--- src/rtl/pattern_scan_ctrl.sv ---
// pattern_scan_ctrl: accepts a word, steps the "1010" detector through windows 0..4,
// accumulates a match mask/count and offers the result on a valid/ready port.
`default_nettype none
`timescale 1ns/1ps

module pattern_scan_ctrl #(
  parameter bit FIRST_ONLY = 1'b0
) (
  input  logic       clock,
  input  logic       reset,
  input  logic       in_valid,
  input  logic [7:0] in_data,
  output logic       in_ready,
  output logic [2:0] det_sel,
  output logic [7:0] det_word,
  input  logic [7:0] det_match,
  output logic       res_valid,
  input  logic       res_ready,
  output logic [7:0] res_mask,
  output logic [2:0] res_count,
  output logic       busy
);

  typedef enum logic [1:0] {
    S_IDLE = 2'd0,
    S_SCAN = 2'd1,
    S_DONE = 2'd2
  } state_t;

  state_t     r_state;
  logic [2:0] r_win;
  logic [7:0] r_word;
  logic [4:0] r_mask;
  logic [2:0] r_count;

  logic [2:0] w_bit_idx;
  logic       w_hit;

  // Window w reports on det_match bit (4-w); every other bit is treated as noise.
  assign w_bit_idx = 3'd4 - r_win;
  assign w_hit     = det_match[w_bit_idx];

  always_ff @(posedge clock) begin
    if (reset) begin
      r_state <= S_IDLE;
      r_win   <= 3'd0;
      r_word  <= 8'h00;
      r_mask  <= 5'd0;
      r_count <= 3'd0;
    end else begin
      case (r_state)
        S_IDLE: begin
          if (in_valid) begin
            r_word  <= in_data;
            r_win   <= 3'd0;
            r_mask  <= 5'd0;
            r_count <= 3'd0;
            r_state <= S_SCAN;
          end
        end
        S_SCAN: begin
          if (w_hit) begin
            r_mask[w_bit_idx] <= 1'b1;
            r_count           <= r_count + 3'd1;
          end
          // r_win returns to 0 on exit so det_sel reads 0 outside SCAN.
          if ((r_win == 3'd4) || (FIRST_ONLY && w_hit)) begin
            r_win   <= 3'd0;
            r_state <= S_DONE;
          end else begin
            r_win <= r_win + 3'd1;
          end
        end
        S_DONE: begin
          if (res_ready) begin
            r_state <= S_IDLE;
          end
        end
        default: r_state <= S_IDLE;
      endcase
    end
  end

  assign in_ready  = (r_state == S_IDLE) && !reset;
  assign det_sel   = r_win;
  assign det_word  = r_word;
  assign res_valid = (r_state == S_DONE);
  assign res_mask  = {3'b000, r_mask};
  assign res_count = r_count;
  assign busy      = (r_state != S_IDLE);

endmodule

`default_nettype wire

--- config.mk ---
export PLATFORM = sky130hd
export DESIGN_NAME = pattern_scan_ctrl
export DESIGN_NICKNAME = d
export VERILOG_FILES = /design/src/rtl/pattern_scan_ctrl.sv
export SDC_FILE = /design/constraint.sdc
export NUM_CORES = 1
export LEC_CHECK = 0
export ABC_AREA = 1
export CAP_MARGIN = 40
export CORE_ASPECT_RATIO = 0.8
export CORE_MARGIN = 3
export CORE_UTILIZATION = 40
export CTS_BUF_LIST = sky130_fd_sc_hd__clkbuf_2 sky130_fd_sc_hd__clkbuf_4 sky130_fd_sc_hd__clkbuf_8
export DETAILED_ROUTE_END_ITERATION = 8
export GPL_TIMING_DRIVEN = 0
export PLACE_DENSITY = 0.76
export SLEW_MARGIN = 20
export SYNTH_ARGS = -nofsm -noshare
export SYNTH_HDL_FRONTEND = slang
export SYNTH_SLANG_ARGS = --single-unit
export TNS_END_PERCENT = 30
--- constraint.sdc ---
create_clock -name clock -period 2.2 [get_ports clock]
set_clock_uncertainty 0.15 [all_clocks]
set_input_delay 0.55 -clock clock [delete_from_list [all_inputs] [get_ports clock]]
set_output_delay 0.55 -clock clock [all_outputs]
set_load 0.02 [all_outputs]
# Word level (Yosys, flattened, before mapping)
# Cells that the tools add are included.
[op_classes]
bitwise_logic = 1
n_reduce_logical = 10
mux = 16
n_lt_le_gt_ge = 2
add_sub_neg = 3
eq_ne = 7
[ops]
columns = ["op", "count"]
rows = [
  ["$pmux 3 s2", 2],
  ["$mux 5", 2],
  ["$pmux 5 s2", 1],
  ["$mux 3", 3],
  ["$add 3x1->3 const B", 2],
  ["$mux 2", 3],
  ["$ne 2x2->1 const B", 3],
  ["$pmux 2 s3", 1],
  ["$reduce_and 3->1", 2],
  ["$or 5x5->5", 1],
  ["$lt 3x4->1 const B", 1],
  ["$reduce_and 2->1", 2],
  ["$reduce_bool 2->1", 2],
  ["$bmux 1 s3", 1],
  ["$demux 1 s3", 1],
  ["$eq 3x3->1 const B", 1],
  ["$ge 3x1->1 const B", 1],
  ["$sub 3x3->3 const A", 1],
  ["$eq 2x1->1 const B", 1],
  ["$eq 2x2->1 const B", 1],
  ["$logic_and 1x1->1", 2],
  ["$logic_not 2->1", 1],
  ["$mux 1", 2],
  ["$ne 2x1->1 const B", 1],
  ["$logic_not 1->1", 1],
]
[totals]
in_bits = 20
word_cells = 44
reg_bits = 21

# Logic depth before layout (Yosys ltp)
# Gate-level depths: netlist (run 1).
[logic_depth]
word_depth = 8
mapped_depth = 13
ltp_nobuf = 11

# Worst setup path after synthesis (run 1)
# OpenSTA, ideal clock, no wires.
[synth_path]
path_kind = "register to register"
startpoint = "register r_win[0] (netlist: det_sel[0])"
endpoint = "register r_count[0] (netlist: res_count[0])"
period_less_slack_ns = 2.125
t_arrival_ns = 1.859
stages_incl_launch_ff = 14
required_time_ns = 1.935
slack_ns = 0.075
setup_ns = 0.115
cell_sequence = "dfxtp_1 buf_6 inv_6 ha_1 ha_1 nor2_1 nand3_2 nand2_1 nor2_2 nand2_2 buf_6 nand3_1 nand2_1 nor2_1"
[synth_between]
elab_chain_len = 5
[synth_rtl]
columns = ["element", "line_no", "text"]
rows = [
  ["start: declaration", "31", "logic [2:0] r_win;"],
  ["start signal: assignment", "71", "r_win <= r_win + 3'd1;"],
  ["$sub 3x3->3", "40", "assign w_bit_idx = 3'd4 - r_win;"],
  ["$bmux 1 s3", "41", "assign w_hit = det_match[w_bit_idx];"],
  ["$mux 1 (implied by the code)", "41", ""],
  ["$ne 2x2->1 (no line)", "n/a", ""],
  ["$reduce_and 3->1 (no line)", "n/a", ""],
  ["end signal: assignment", "64", "r_count <= r_count + 3'd1;"],
  ["end: declaration", "34", "logic [2:0] r_count;"],
]
# Every way passes these cells. The select of a mux whose other input is x is not followed.
# A chain may end at the register's enable or synchronous reset.

# Worst setup path in the final report (run 1)
[layout_path]
startpoint = "register r_state[1]"
endpoint = "output port res_valid"
[layout_between]
elab_chain_len = 1
[layout_rtl]
columns = ["element", "line_no", "text"]
rows = [
  ["start: declaration", "30", "state_t r_state;"],
  ["start signal: assignment", "45", "r_state <= S_IDLE;"],
  ["start signal: assignment", "58", "r_state <= S_SCAN;"],
  ["start signal: assignment", "69", "r_state <= S_DONE;"],
  ["$eq 2x2->1", "87", "assign res_valid = (r_state == S_DONE);"],
  ["end: declaration", "17", "output logic res_valid,"],
]
# Every way passes these cells.

==> metrics.yaml, run 1 <==
synth_edf_count: 0
cts_tree: "yes"
ir_worst_vdd_mv: 0.335
n_fill_cell: 249
routed_wl_mm: 2.60
crit_path_max_incr_delay_ns: 0.62
status: "finished clean"
arrival_ns: 1.43
postCtsSetupBuffers: 0
rsz0062_at_grt: "false"
p_leak_nw: 0.685
io_buffer_count: 41
drtAntennaViolNets: 0
cts_max_level: 1
cts_hold_buf: 0
setup_viol: 0
ys_ff_latch: 21
sw_frac_of_total: 0.310
drt_first_pass_iters: 4
p_comb_frac: 0.325
syn_area_um2: 1090
p_sw_uw: 281
slew_violations: 0
synthFlopType: "dfxtp_1"
clk_pin_slew_ns: 0.11
crit_fanout: 2
r2r_setup_slack_ns: 0.12
p_clk_frac: 0.209
die_w_um: 64.3
ioPinCount: 45
final_cell_mix: "clkdlybuf4s50_1, nor2_1, nand2_1"
cts_root_buf: "clkbuf_4"
clockBufferDepth: 2
yosysWarnings: 0
hold_slack_ns: 0.306
grt_pass1_wl_mm: 4.33
viasPerCell: 4.56
path_delay_family: "buffers and inverters"
cp-start-kind: "flip-flop"
p_int_uw: 624
worstSkewPairLatency_ns: 0.30
antenna_found_initial: 0
final_common_cell: "clkdlybuf4s50_1"
yosysSeqAreaShare: 0.387
grt_pass1_vias: 1042
path_cells: "inv_1 -> nor2_1 -> clkdlybuf4s50_1"
row_count: 16
period_share: 0.967
r2r_end: "res_count[1]"
cp.required_ns: 1.50
hold_class: "flip-flop to flip-flop"
synth_cell_type_count: 25
drv_cap: 0
diodes: 0
r2r_start: "det_sel[0]"
hp-start: "r_mask[4]"
pwr-share-seq: 0.466
worst_path_max_delay_cell: "clkdlybuf4s50_1"
reg2regPathDepth: 12
fin_crit_ns: 2.13
syn_avg_cell_area_um2: 7.25
synthToLayoutAreaGrowth_pct: 47.4
async_reset_ff_frac: 0
total_power_uw: 905
fmax_ghz: 0.470
start_util: 0.431
critPathBufInv: 2
die_area_um2: 3380
drc: 0
endpoint_kind: "output port"
power_density_nw_per_um2: 564
nNetsFinal: 222
hpwl_mm: 2.06
hold_depth: 2
gp_congestion: 0.798
die_h_um: 52.6
tns_ns: 0
final_util: 0.635
wl_per_cell_um: 11.1
grt_max_degree: 12
finalHoldViolations: 0
hold_end: "r_mask[4]"
drt_iter0_markers: 35
grtUsageTotal: 0.162
cts_sinks: 21
synth_cells: 150
cts-buffers-inserted: 3
drive_above_1_share: 0.142
core_area_um2: 2520
vias: 1062
grt-ovfl-total: 0
path_class: "flip-flop to output port"
[layout make-up]
| class | count | area [um^2] | area share |
|---|---|---|---|
| multi-input combinational | 101 | 541 | 0.337 |
| sequential | 21 | 422 | 0.263 |
| timing repair buffer | 41 | 413 | 0.258 |
| inverter | 22 | 87.6 | 0.0546 |
| buffer | 8 | 65.1 | 0.0406 |
| tap | 36 | 45.0 | 0.0281 |
| clock buffer | 4 | 30.0 | 0.0187 |
[kinds of logic after synthesis]
group	share of synthesized area
other cells	0.00345
flops	0.387
buf+inv	0.137
simple gates	0.305
fa+ha+maj	0.0460
compound gates	0.114
xor+xnor	0.00806
[worst register-to-register path, delay by kind of cell, from the launching register on]
kind,cells,cell delay (ns)
simple gates,5,0.38
compound gates,1,0.14
flops,1,0.37
fa+ha+maj,2,0.53
buf+inv,4,0.41
[Yosys cell counts (2+ instances only)]
| library cell | instances | area share |
|---|---|---|
| a21oi_1 | 11 | 0.051 |
| buf_4 | 4 | 0.028 |
| buf_6 | 2 | 0.021 |
| dfxtp_1 | 21 | 0.39 |
| ha_1 | 4 | 0.046 |
| inv_1 | 20 | 0.069 |
| nand2_1 | 23 | 0.079 |
| nand2_2 | 2 | 0.012 |
| nand3_1 | 5 | 0.023 |
| nand3_2 | 7 | 0.064 |
| nand4_1 | 2 | 0.012 |
| nor2_1 | 26 | 0.090 |
| nor3_1 | 3 | 0.014 |
| o21ai_0 | 9 | 0.041 |
[what timing repair did]
action	CTS	global route
resized for setup	5	5
endpoints found under the setup margin	2	9
cloned	0	0
[registers in the layout (all words and copies together) (netlist names)]
register	count
r_state	2
r_mask	5
det_word	8
det_sel	3
res_count	3
[worst max path at each step]
stage / end / cells after the start / slack [ns] / startpoint
3_3_place_gp: in_ready / 3 / -0.32 / reset
3_5_place_dp: in_ready / 3 / -0.33 / reset
5_1_grt: res_valid / 3 / 0.001 / r_state[1]
4_1_cts: res_count[1] / 12 / 0.003 / det_sel[0]
2_1_floorplan: res_count[0] / 13 / 0.08 / det_sel[0]
6_report: res_valid / 3 / 0.07 / r_state[1]
[metrics by stage]
stage                     worst slack, ns  cell area [um^2]  std cells
after global routing              0.00148              1600        233
final                              0.0728              1600        233
after detailed placement           -0.330              1550        229
after floorplan                    0.0755              1090        152
after global placement             -0.323              1550        229
after CTS                         0.00344              1580        233
[metal layers]
metal	routed length (um)	share of wire	GRT usage	up-vias
met5	0	0	0	-
met4	11	0.0042	0.0211	0
met3	147	0.057	0.0429	2
met2	1230	0.47	0.281	27
met1	1210	0.47	0.208	472
li1	-	-	-	561
[power groups by stage]
stage | Sequential (mW) | Combinational [mW] | Clock (mW)
2_1_floorplan | 0.456 | 0.145 | 0
3_3_place_gp | 0.428 | 0.280 | 0
3_5_place_dp | 0.430 | 0.286 | 0
4_1_cts | 0.421 | 0.288 | 0.197
5_1_grt | 0.426 | 0.322 | 0.213
6_report | 0.422 | 0.294 | 0.189
Note: power is estimated with default switching activity, not from simulation.
==> inputs of run 2 (changes only) <==
- REMOVE_ABC_BUFFERS: not set -> 1
==> metrics.yaml, run 2 (synthesis gave the netlist of run 1 again) <==
fin_crit_ns: 2.05  # was 2.13 ns
die_area_um2: 3380  # unchanged
endpoint_kind: "output port"  # unchanged
antenna_found_initial: 0  # unchanged
cts_max_level: 1  # unchanged
die_h_um: 52.6  # unchanged
slew_headroom: 0.620
status: "finished clean"  # unchanged
final_cell_mix: "clkdlybuf4s50_1, nor2_1, nand2_1"  # unchanged
largest_reg_flops: 8  # unchanged
drc: 0  # unchanged
drt_first_pass_iters: 4  # unchanged
final_common_cell: "clkdlybuf4s50_1"  # unchanged
synthToLayoutAreaGrowth_pct: 41.4  # was 47.4%
cts-buffers-inserted: 3  # unchanged
slew_violations: 0  # unchanged
cts_tree: "yes"  # unchanged
power_density_nw_per_um2: 569  # was 564 nW/um^2
cp.required_ns: 1.50  # about the same
cts_sinks: 21  # unchanged
hold_class: "flip-flop to flip-flop"  # unchanged
ioPinCount: 45  # unchanged
hpwl_mm: 1.87  # was 2.06 mm
die_w_um: 64.3  # unchanged
grt-ovfl-total: 0  # unchanged
drt_iter0_markers: 21  # was 35
vias: 1034  # was 1062
grt_pass1_vias: 879  # was 1042
clk_pin_slew_ns: 0.12  # was 0.11 ns
crit_fanout: 4  # was 2
grt_max_degree: 15  # was 12
crit_path_max_incr_delay_ns: 0.64  # was 0.62 ns
row_count: 16  # unchanged
drive_above_1_share: 0.105  # was 0.142
nNetsFinal: 215  # was 222
cts_root_buf: "clkbuf_4"  # unchanged
fin_area_um2: 1540  # was 1600 um^2
setup_viol: 0  # unchanged
clockBufferDepth: 2  # unchanged
cp-start-kind: "flip-flop"  # unchanged
r2r_setup_slack_ns: 0.17  # was 0.12 ns
worst_pin_slew_ns: 0.568
total_power_uw: 875  # was 905 uW
worstSkewPairLatency_ns: 0.30  # about the same
worst_path_max_delay_cell: "clkdlybuf4s50_1"  # unchanged
path_cells: "clkdlybuf4s50_1"  # was inv_1 -> nor2_1 -> clkdlybuf4s50_1
wl_per_cell_um: 10.6  # was 11.1 um
multi_input_area_um2: 531  # was 541 um^2
grtUsageTotal: 0.148  # was 0.162
gp_congestion: 0.802  # was 0.798
hold_slack_ns: 0.304  # was 0.306 ns
viasPerCell: 4.58  # was 4.56
grt_pass1_wl_mm: 3.89  # was 4.33 mm
io_buffer_count: 41  # unchanged
rsz0062_at_grt: "false"  # unchanged
seq_area_um2: 424  # was 422 um^2
fmax_ghz: 0.488  # was 0.470 GHz
placed_cell_area_um2: 1490  # was 1550 um^2
diodes: 0  # unchanged
routed_wl_mm: 2.41  # was 2.60 mm
critPathBufInv: 1  # was 2
drtAntennaViolNets: 0  # unchanged
finalHoldViolations: 0  # unchanged
path_delay_family: "buffers and inverters"  # unchanged
n_fill_cell: 252  # was 249
arrival_ns: 1.35  # was 1.43 ns
path_class: "flip-flop to output port"  # unchanged
core_area_um2: 2520  # unchanged
period_share: 0.932  # was 0.967
ir_worst_vdd_mv: 0.301  # was 0.335 mV
cts_hold_buf: 0  # unchanged
drv_cap: 0  # unchanged
p_leak_nw: 0.675  # was 0.685 nW
tns_ns: 0  # unchanged
start_util: 0.431  # unchanged
-- run 2: cell count changes in the layout (fill, tap and decap cells not counted), sizes merged --
| cell | delta |
|---|---|
| buf | -6 |
| clkbuf | -2 |
| clkdlybuf4s50 | -1 |
| clkinv | +1 |
| dlymetal6s2s | +1 |
-- run 2: final cells by class --
type	instances	area share
multi-input combinational	101	0.345
timing repair buffer	42	0.275
clock buffer	3	0.0146
clock inverter	1	0.00325
sequential	21	0.276
tap	36	0.0293
inverter	22	0.0570
-- run 2: metrics by stage --
step | cells | worst slack, ns | util
floorplan | 144 | -0.0118 | -
global route | 226 | 0.0129 | 0.610
detailed placement | 221 | -0.355 | 0.590
CTS | 225 | 0.0154 | 0.603
finish | 226 | 0.150 | 0.610
global placement | 221 | -0.324 | 0.590
-- run 2: timing repair --
action | CTS | global route
buffers inserted | 0 | 1
resized for setup | 6 | 3
endpoints found under the setup margin | 10 | 9
-- run 2: layer usage --
| metal | wire (um) | track usage | part of all wire |
|---|---|---|---|
| met4 | 17 | 0.0526 | 0.0071 |
| met1 | 1060 | 0.174 | 0.44 |
| met2 | 1200 | 0.257 | 0.50 |
| met3 | 135 | 0.0472 | 0.056 |
| met5 | 0 | 0 | 0 |
-- run 2: final timing paths --
kind           startpoint            to  depth (start not counted)
max          res_count[0]  res_count[0]                          1
min             r_mask[3]     r_mask[3]                          2
max reg2reg    det_sel[0]  res_count[2]                         11
min reg2reg     r_mask[3]     r_mask[3]                          2
-- run 2: power breakdown --
group / switching, mW / leakage, nW / internal (mW) / total, mW
Combinational: 0.149 / 0.484 / 0.119 / 0.268
Clock: 0.115 / 0.0177 / 0.0678 / 0.183
Sequential: 0.0192 / 0.173 / 0.405 / 0.424
Total: 0.283 / 0.675 / 0.592 / 0.875
==> inputs of run 3 (changes only) <==
- CTS_BUF_LIST: sky130_fd_sc_hd__clkbuf_2 sky130_fd_sc_hd__clkbuf_4 sky130_fd_sc_hd__clkbuf_8 -> not set
- SETUP_SLACK_MARGIN: not set -> 0.1
==> metrics.yaml, run 3 (synthesis gave the netlist of run 1 again) <==
cts-buffers-inserted: 3  # unchanged
routed_wl_mm: 2.44  # was 2.41 mm
ioPinCount: 45  # unchanged
finalHoldViolations: 0  # unchanged
drc: 0  # unchanged
synthToLayoutAreaGrowth_pct: 43.8  # was 41.4%
fin_cells: 227  # was 226
grt-ovfl-total: 0  # unchanged
gp_congestion: 0.802  # unchanged
hpwl_mm: 1.87  # unchanged
nNetsFinal: 216  # was 215
drv_cap: 0  # unchanged
r2r_start: "det_sel[0]"  # unchanged
path_cells: "clkdlybuf4s50_1"  # unchanged
fmax_ghz: 0.495  # was 0.488 GHz
grt_pass1_wl_mm: 3.89  # unchanged
power_density_nw_per_um2: 563  # was 569 nW/um^2
drt_iter0_markers: 17  # was 21
worstSkewPairLatency_ns: 0.30  # about the same
status: "finished clean"  # unchanged
n_fill_cell: 255  # was 252
worst_path_max_delay_cell: "clkdlybuf4s50_1"  # unchanged
viasPerCell: 4.57  # was 4.58
crit_fanout: 4  # unchanged
io_buffer_count: 41  # unchanged
final_common_cell: "clkdlybuf4s50_1"  # unchanged
hold_slack_ns: 0.304  # about the same
hold_end: "r_mask[3]"  # unchanged
cts_tree: "yes"  # unchanged
fin_crit_ns: 2.02  # was 2.05 ns
drt_first_pass_iters: 4  # unchanged
vias: 1038  # was 1034
row_count: 16  # unchanged
final_cell_mix: "clkdlybuf4s50_1, nor2_1, nand2_1"  # unchanged
slew_violations: 0  # unchanged
r2r_setup_slack_ns: 0.28  # was 0.17 ns
clockBufferDepth: 2  # unchanged
cts_root_buf: "clkbuf_4"  # unchanged
rsz0062_at_grt: "false"  # unchanged
start_util: 0.431  # unchanged
ir_worst_vdd_mv: 0.308  # was 0.301 mV
cp-start-kind: "flip-flop"  # unchanged
arrival_ns: 1.32  # was 1.35 ns
reg2regPathDepth: 11  # unchanged
setup_viol: 0  # unchanged
tns_ns: 0  # unchanged
p_leak_nw: 0.718  # was 0.675 nW
die_area_um2: 3380  # unchanged
diodes: 0  # unchanged
hp-start: "r_mask[3]"  # unchanged
antenna_found_initial: 0  # unchanged
r2r_end: "res_count[2]"  # unchanged
cts_max_level: 1  # unchanged
dp.cells: 221  # unchanged
cts_sinks: 21  # unchanged
cts_hold_buf: 0  # unchanged
die_h_um: 52.6  # unchanged
worstSetupStartpoint: "det_sel[1]"  # was res_count[0]
hold_class: "flip-flop to flip-flop"  # unchanged
wl_per_cell_um: 10.7  # was 10.6 um
clk_pin_slew_ns: 0.12  # about the same
die_w_um: 64.3  # unchanged
core_area_um2: 2520  # unchanged
period_share: 0.919  # was 0.932
largest_reg_flops: 8  # unchanged
cp.required_ns: 1.50  # about the same
path_delay_family: "buffers and inverters"  # unchanged
grtUsageTotal: 0.148  # unchanged
crit_path_max_incr_delay_ns: 0.62  # was 0.64 ns
drtAntennaViolNets: 0  # unchanged
endpoint_kind: "output port"  # unchanged
cp.depth: 1  # unchanged
path_class: "flip-flop to output port"  # unchanged
hold_depth: 2  # unchanged
grt_pass1_vias: 879  # unchanged
critPathBufInv: 1  # unchanged
grt_max_degree: 15  # unchanged
drive_above_1_share: 0.120  # was 0.105
## run 3: cell types whose count changed in the layout (fill, tap and decap cells not counted)
| cell | delta |
|---|---|
| dlygate4sd2_1 | +1 |
| ha_1 | -1 |
| nand2_1 | -1 |
| dlymetal6s2s_1 | +2 |
| clkdlybuf4s50_1 | -3 |
| buf_4 | +1 |
| nand2_2 | +1 |
| ha_4 | +1 |
## run 3: layout make-up
cell class / instances / area (um^2) / area share
Multi-Input combinational cell: 101 / 546 / 0.349
Tap cell: 36 / 45.0 / 0.0288
Sequential cell: 21 / 424 / 0.271
Inverter: 22 / 87.6 / 0.0560
Timing Repair Buffer: 43 / 434 / 0.278
Clock buffer: 3 / 22.5 / 0.0144
Clock inverter: 1 / 5.00 / 0.00320
## run 3: metal layers
| metal | part of all wire | global-route usage | vias to the layer above |
|---|---|---|---|
| met3 | 0.053 | 0.0472 | 2 |
| met4 | 0.0070 | 0.0526 | 0 |
| met2 | 0.50 | 0.257 | 28 |
| li1 | - | - | 545 |
| met5 | 0 | 0 | - |
| met1 | 0.44 | 0.174 | 463 |
## run 3: worst max path at each step
stage                         endpoint  slack, ns
after floorplan           res_count[0]      -0.01
after global placement        in_ready      -0.32
after detailed placement      in_ready      -0.35
after CTS                         busy       0.02
after global routing      res_count[2]       0.12
final                       det_sel[1]       0.18
## run 3: repair_timing
item / CTS / global route
buffers inserted: 0 / 2
gates resized for setup: 8 / 6
endpoints found under the setup margin: 12 / 12
pin swaps: 0 / 0
## run 3: report_power, final
group / internal (mW) / leakage (nW) / switching [mW] / total, mW
clock network: 0.0678 / 0.0177 / 0.116 / 0.183
registers: 0.405 / 0.173 / 0.0185 / 0.423
logic: 0.122 / 0.527 / 0.152 / 0.274
## run 3: metrics by stage
step,total power [mW],utilization,setup WS (ns),cell area (um^2)
floorplan,0.584,-,-0.0118,1030
global placement,0.690,0.590,-0.324,1490
detailed placement,0.697,0.590,-0.355,1490
CTS,0.879,0.604,0.0154,1520
global route,0.938,0.620,0.115,1560
finish,0.881,0.620,0.178,1560
